<file path="src/rtl/trap_ctrl_pkg.sv">
// rtl/trap_ctrl_pkg.sv - shared CSR addresses, cause codes and state encodings for trap_ctrl
package trap_ctrl_pkg;

    typedef enum logic [2:0] {
        ST_IDLE,
        ST_W_MEPC,
        ST_W_MSTATUS,
        ST_W_MCAUSE,
        ST_ASSERT
    } state_e;

    typedef enum logic [2:0] {
        EV_NONE,
        EV_ECALL,
        EV_EBREAK,
        EV_MRET,
        EV_TIMER
    } event_e;

    localparam logic [11:0] CSR_MSTATUS = 12'h300;
    localparam logic [11:0] CSR_MEPC    = 12'h341;
    localparam logic [11:0] CSR_MCAUSE  = 12'h342;

    localparam int MSTATUS_MIE  = 3;
    localparam int MSTATUS_MPIE = 7;

    localparam logic [31:0] CAUSE_ECALL  = 32'd11;
    localparam logic [31:0] CAUSE_EBREAK = 32'd3;
    localparam logic [31:0] CAUSE_TIMER  = 32'h8000_0007;

    function automatic logic [31:0] cause_code(input event_e ev);
        case (ev)
            EV_ECALL:  return CAUSE_ECALL;
            EV_EBREAK: return CAUSE_EBREAK;
            EV_TIMER:  return CAUSE_TIMER;
            default:   return 32'd0;
        endcase
    endfunction

endpackage

</file>
<file path="src/rtl/trap_prio_enc.sv">
// rtl/trap_prio_enc.sv - picks one trap event per cycle: ecall > ebreak > mret > timer
module trap_prio_enc
    import trap_ctrl_pkg::*;
(
    input  logic   ecall_i,
    input  logic   ebreak_i,
    input  logic   mret_i,
    input  logic   timer_i,
    output event_e ev_o
);

    always_comb begin
        ev_o = EV_NONE;
        if (ecall_i)       ev_o = EV_ECALL;
        else if (ebreak_i) ev_o = EV_EBREAK;
        else if (mret_i)   ev_o = EV_MRET;
        else if (timer_i)  ev_o = EV_TIMER;
    end

endmodule

</file>
<file path="src/rtl/trap_ctrl.sv">
// rtl/trap_ctrl.sv - trap/mret sequencer writing mepc/mstatus/mcause then redirecting the PC
// Timer interrupt path is built only when TRAP_CTRL_TIMER_INT_EN is defined.
module trap_ctrl
    import trap_ctrl_pkg::*;
#(
    parameter int DW = 32
) (
    input  logic          clk,
    input  logic          rst_n,
    input  logic          ecall_i,
    input  logic          ebreak_i,
    input  logic          mret_i,
    input  logic [DW-1:0] inst_addr_i,
    input  logic [DW-1:0] csr_mtvec_i,
    input  logic [DW-1:0] csr_mepc_i,
    input  logic [DW-1:0] csr_mstatus_i,
    input  logic          timer_int_i,
    input  logic          global_int_en_i,
    input  logic          wbu_csr_we_i,
    output logic          csr_we_o,
    output logic [DW-1:0] csr_waddr_o,
    output logic [DW-1:0] csr_wdata_o,
    output logic          hold_flag_o,
    output logic          int_assert_o,
    output logic [DW-1:0] int_addr_o
);

    state_e        state_q, state_d;
    event_e        cause_q, cause_d;
    logic [DW-1:0] pc_q, pc_d;
    event_e        ev;
    logic          timer_req;
    logic [DW-1:0] mstatus_trap, mstatus_mret;

`ifdef TRAP_CTRL_TIMER_INT_EN
    assign timer_req = timer_int_i & global_int_en_i;
`else
    logic unused_timer;
    assign unused_timer = timer_int_i ^ global_int_en_i;
    assign timer_req    = 1'b0;
`endif

    trap_prio_enc u_prio_enc (
        .ecall_i (ecall_i),
        .ebreak_i(ebreak_i),
        .mret_i  (mret_i),
        .timer_i (timer_req),
        .ev_o    (ev)
    );

    always_ff @(posedge clk or negedge rst_n) begin
        if (!rst_n) begin
            state_q <= ST_IDLE;
            cause_q <= EV_NONE;
            pc_q    <= '0;
        end else begin
            state_q <= state_d;
            cause_q <= cause_d;
            pc_q    <= pc_d;
        end
    end

    // A write state only advances once lsu_wbu leaves the CSR port free.
    always_comb begin
        state_d = state_q;
        cause_d = cause_q;
        pc_d    = pc_q;
        case (state_q)
            ST_IDLE: begin
                if (ev != EV_NONE) begin
                    cause_d = ev;
                    pc_d    = inst_addr_i;
                    state_d = (ev == EV_MRET) ? ST_W_MSTATUS : ST_W_MEPC;
                end
            end
            ST_W_MEPC:    if (!wbu_csr_we_i) state_d = ST_W_MSTATUS;
            ST_W_MSTATUS: if (!wbu_csr_we_i) state_d = (cause_q == EV_MRET) ? ST_ASSERT : ST_W_MCAUSE;
            ST_W_MCAUSE:  if (!wbu_csr_we_i) state_d = ST_ASSERT;
            ST_ASSERT:    state_d = ST_IDLE;
            default:      state_d = ST_IDLE;
        endcase
    end

    always_comb begin
        mstatus_trap               = csr_mstatus_i;
        mstatus_trap[MSTATUS_MPIE] = csr_mstatus_i[MSTATUS_MIE];
        mstatus_trap[MSTATUS_MIE]  = 1'b0;
        mstatus_mret               = csr_mstatus_i;
        mstatus_mret[MSTATUS_MIE]  = csr_mstatus_i[MSTATUS_MPIE];
        mstatus_mret[MSTATUS_MPIE] = 1'b1;
    end

    always_comb begin
        csr_we_o     = 1'b0;
        csr_waddr_o  = '0;
        csr_wdata_o  = '0;
        int_assert_o = 1'b0;
        int_addr_o   = '0;
        hold_flag_o  = (state_q != ST_IDLE) || (ev != EV_NONE);
        case (state_q)
            ST_W_MEPC: if (!wbu_csr_we_i) begin
                csr_we_o    = 1'b1;
                csr_waddr_o = DW'(CSR_MEPC);
                csr_wdata_o = pc_q;
            end
            ST_W_MSTATUS: if (!wbu_csr_we_i) begin
                csr_we_o    = 1'b1;
                csr_waddr_o = DW'(CSR_MSTATUS);
                csr_wdata_o = (cause_q == EV_MRET) ? mstatus_mret : mstatus_trap;
            end
            ST_W_MCAUSE: if (!wbu_csr_we_i) begin
                csr_we_o    = 1'b1;
                csr_waddr_o = DW'(CSR_MCAUSE);
                csr_wdata_o = DW'(cause_code(cause_q));
            end
            ST_ASSERT: begin
                int_assert_o = 1'b1;
                int_addr_o   = (cause_q == EV_MRET) ? csr_mepc_i : csr_mtvec_i;
            end
            default: ;
        endcase
    end

endmodule

</file>
<file path="config.mk">
export PLATFORM = sky130hd
export DESIGN_NAME = trap_ctrl
export DESIGN_NICKNAME = d
export VERILOG_FILES = /design/src/rtl/trap_ctrl_pkg.sv /design/src/rtl/trap_prio_enc.sv /design/src/rtl/trap_ctrl.sv
export SDC_FILE = /design/constraint.sdc
export NUM_CORES = 1
export LEC_CHECK = 0
export ABC_CLOCK_PERIOD_IN_PS = 5000
export CORE_AREA = 2 2 91 93
export CTS_BUF_LIST = sky130_fd_sc_hd__clkbuf_8
export CTS_CLUSTER_DIAMETER = 100
export DETAILED_ROUTE_END_ITERATION = 16
export DIE_AREA = 0 0 93 95
export PLACE_DENSITY = 0.95
export SKIP_CTS_REPAIR_TIMING = 1
export SYNTH_ARGS = -nofsm -noshare
export SYNTH_HDL_FRONTEND = slang
export SYNTH_SLANG_ARGS = --single-unit
</file>
<file path="constraint.sdc">
create_clock -name clk -period 5 [get_ports clk]
set_input_delay 1.25 -clock clk [delete_from_list [all_inputs] [get_ports clk]]
set_output_delay 1.25 -clock clk [all_outputs]
set_load 0.01 [all_outputs]
</file>
==> metrics.csv <==
stage;metric;value;unit
outcome;outcome;finished clean;
worst_setup_path;cp.arrival;3.36;ns
timing;relSlewSlack;12.69;%
cts;clock_sinks;37;
cts;clockRootBuffer;clkbuf_8;
die;start_util;34.99;%
timing;setup_tns;0;ns
layout;layout.nets;595;
worst_setup_path;cp-start-kind;primary input;
worst_setup_path;critPathKind;in2out;
place;port_buffers;205;
timing;fin_skew;0.004589;ns
detailed_routing;drtAntennaViolNets;0;
synthesis;synth_top_area_share;33.38;%
worst_setup_path;worstPathRequired;3.75;ns
synthesis;synth_edf_count;0;
synthesis;yosysTopAreaCell;dfrtp_1;
layout;multi_input_area;1577;um2
timing;hold_ws;0.5150;ns
die;fp.coreArea;7928;um2
job;max-cap-violations;0;
grt;grt_usage;19.52;%
worst_setup_path;cp.depth;6;
place;gp_congestion;0.7615;
die;die_y;95;um
timing;rsz0062_at_grt;no;
timing;drv_slew;0;
layout;layout_commonest_cell;clkdlybuf4s50_1;
worst_setup_path;slowest_stage;clkdlybuf4s50_1;
layout;mostFrequentLayoutCells;clkdlybuf4s50_1, nor2_1, dfrtp_1, mux2i_1;
synthesis;yosysSeqAreaShare;33.38;%
pwr;powerDensity;435.3;nW/um2
die;die_area;8835;um2
cts;clk_latency;0.29;ns
layout;fillCellCount;658;
synthesis;yosysWarnings;0;
synthesis;synthArstFlopShare;100.0;%
synthesis;synth_cell_types;32;
detailed_routing;wl_per_cell;16.07;um
cts;htree_levels;2;
detailed_routing;vias;2672;
grt;grt_overflow_total;0;
synthesis;synthFlopType;dfrtp_1;
layout;diodes;0;
grt;grt_pass1_vias;2700;
min_path;hold_class;reg2reg;
die;num_rows;33;
worst_setup_path;endpoint_kind;output port;
worst_setup_path;reg2regPathDepth;3;
timing;fin_crit_sh;92.16;%
worst_setup_path;crit_chain;clkdlybuf4s50_1 > or2_1 > nor3_4 > buf_4 > a22o_1 > clkdlybuf4s50_1;
detailed_routing;dr.pass1.iters;4;
worst_setup_path;cp_common_cell;clkdlybuf4s50_1;
synthesis;syn_area;2774;um2
timing;finalHoldViolCount;0;
pwr;cellLeakagePower;2.027;nW
worst_setup_path;max_stage_delay;0.56;ns
detailed_routing;drc;0;
min_path;holdPathStages;1;
die;ios;235;
place;place_ws;0.3902;ns
timing;fmax;0.2170;GHz
worst_setup_path;path_delay_family;buffers and inverters;
grt;grt_max_degree;38;
timing;setup_slack;0.3922;ns
cts;tritoncts;done;
synthesis;ys_top_cells_by_area;dfrtp_1, mux2_4, mux2i_1;
grt;grt_pass1_wl;13410;um
grt;antenna_found_initial;0;
layout;drive_above_1_share;10.92;%
synthesis;netlist_instances;262;
layout;synthToLayoutAreaGrowth;73.61;%
detailed_routing;drt_iter0_drc;61;
detailed_routing;postRouteWirelength;9050;um
timing;setup_violations;0;
timing;fin_crit;4.608;ns
cts;cts_buffers;5;
worst_setup_path;path_buf_inv;3;
cts;clkTransAtPathRegs;0.08;ns
pwr;worst_ir_drop_vdd;0.0001843;V
place;place_hpwl;7387;um
detailed_routing;viasPerCell;4.746;
die;die_x;93;um
synthesis;ys_ff_latch;37;
layout;regArea;925.9;um2
timing;tightest_slew;1.307;ns
cts;clock_path_buffers;2;
synthesis;avgSynthCellArea;10.59;um2
worst_setup_path;cp_max_fo;30;
[flip-flops by register name, summed over array words and instances, names as in the netlist]
signal / count
cause_q: 2
pc_q: 32
state_q: 3
[worst paths after layout]
check	start	end	slack, ns
setup / recovery	wbu_csr_we_i	csr_wdata_o[28]	0.39
hold / removal	pc_q[0]	pc_q[0]	0.52
setup reg to reg	state_q[1]	pc_q[2]	2.53
hold reg to reg	pc_q[0]	pc_q[0]	0.52
max in group asynchronous	rst_n	pc_q[7]	3.44
min in group asynchronous	rst_n	pc_q[12]	1.05
[report_power, final]
| part | switching (mW) | internal [mW] |
|---|---|---|
| registers | 0.128 | 0.455 |
| clock network | 0.111 | 0.0962 |
| logic | 0.523 | 0.783 |
| total | 0.762 | 1.33 |
[metrics by stage]
step | cells | cell area (um2) | total power [mW] | utilization [%]
2_1_floorplan | 288 | 2872 | 1.476 | -
3_3_place_gp | 555 | 4730 | 1.845 | 59.66
3_5_place_dp | 555 | 4730 | 1.890 | 59.66
4_1_cts | 563 | 4816 | 2.108 | 60.75
5_1_grt | 563 | 4816 | 2.232 | 60.75
6_report | 563 | 4816 | 2.096 | 60.75
[metal layers]
layer	global-route usage [%]	vias to the layer above	share of wire (%)
li1	-	1253	-
met1	21.85	1243	36
met2	36.11	160	52
met3	3.911	16	8.5
met4	8.088	0	3.0
met5	0	-	0
[synthesized netlist by cell type (2+ instances only)]
| cell | instances |
|---|---|
| o21ai_0 | 4 |
| o22a_1 | 2 |
| nor2_1 | 41 |
| nand2_1 | 6 |
| buf_12 | 3 |
| a22o_1 | 29 |
| nor3_2 | 2 |
| mux2_4 | 29 |
| inv_1 | 3 |
| mux2i_1 | 32 |
| clkbuf_1 | 2 |
| ha_1 | 2 |
| buf_4 | 31 |
| mux2_1 | 3 |
| dfrtp_1 | 37 |
| and3_1 | 2 |
| buf_2 | 11 |
| a21oi_1 | 6 |
| nor2b_1 | 4 |
[worst reg2reg max path, cell delays in order, from the launching register on]
cell and delay [ns]:
dfrtp_1 0.54, nor3_4 0.32, nor2b_4 1.08, mux2_1 0.41
[cell type report]
class	instances	share of cell area, %
well taps	105	2.728
multi-input cells	200	32.74
clock inverters	3	0.3637
clock buffers	5	1.429
inverters	3	0.2338
flip-flops and latches	37	19.23
repair buffers	210	43.28
[logic make-up (layout without fill, tap and decap cells)]
group / Yosys count / count (layout) / synth area share (%)
buffers and inverters: 51 / 221 / 13.62
AND/OR/NAND/NOR: 62 / 62 / 10.69
multiplexers: 64 / 64 / 28.46
flip-flops: 37 / 37 / 33.38
other: 1 / 27 / 0.1352
adder cells (fa/ha/maj): 2 / 2 / 0.9020
AO/OA/AOI/OAI: 45 / 45 / 12.81
Power figures use the tool's default switching activity.
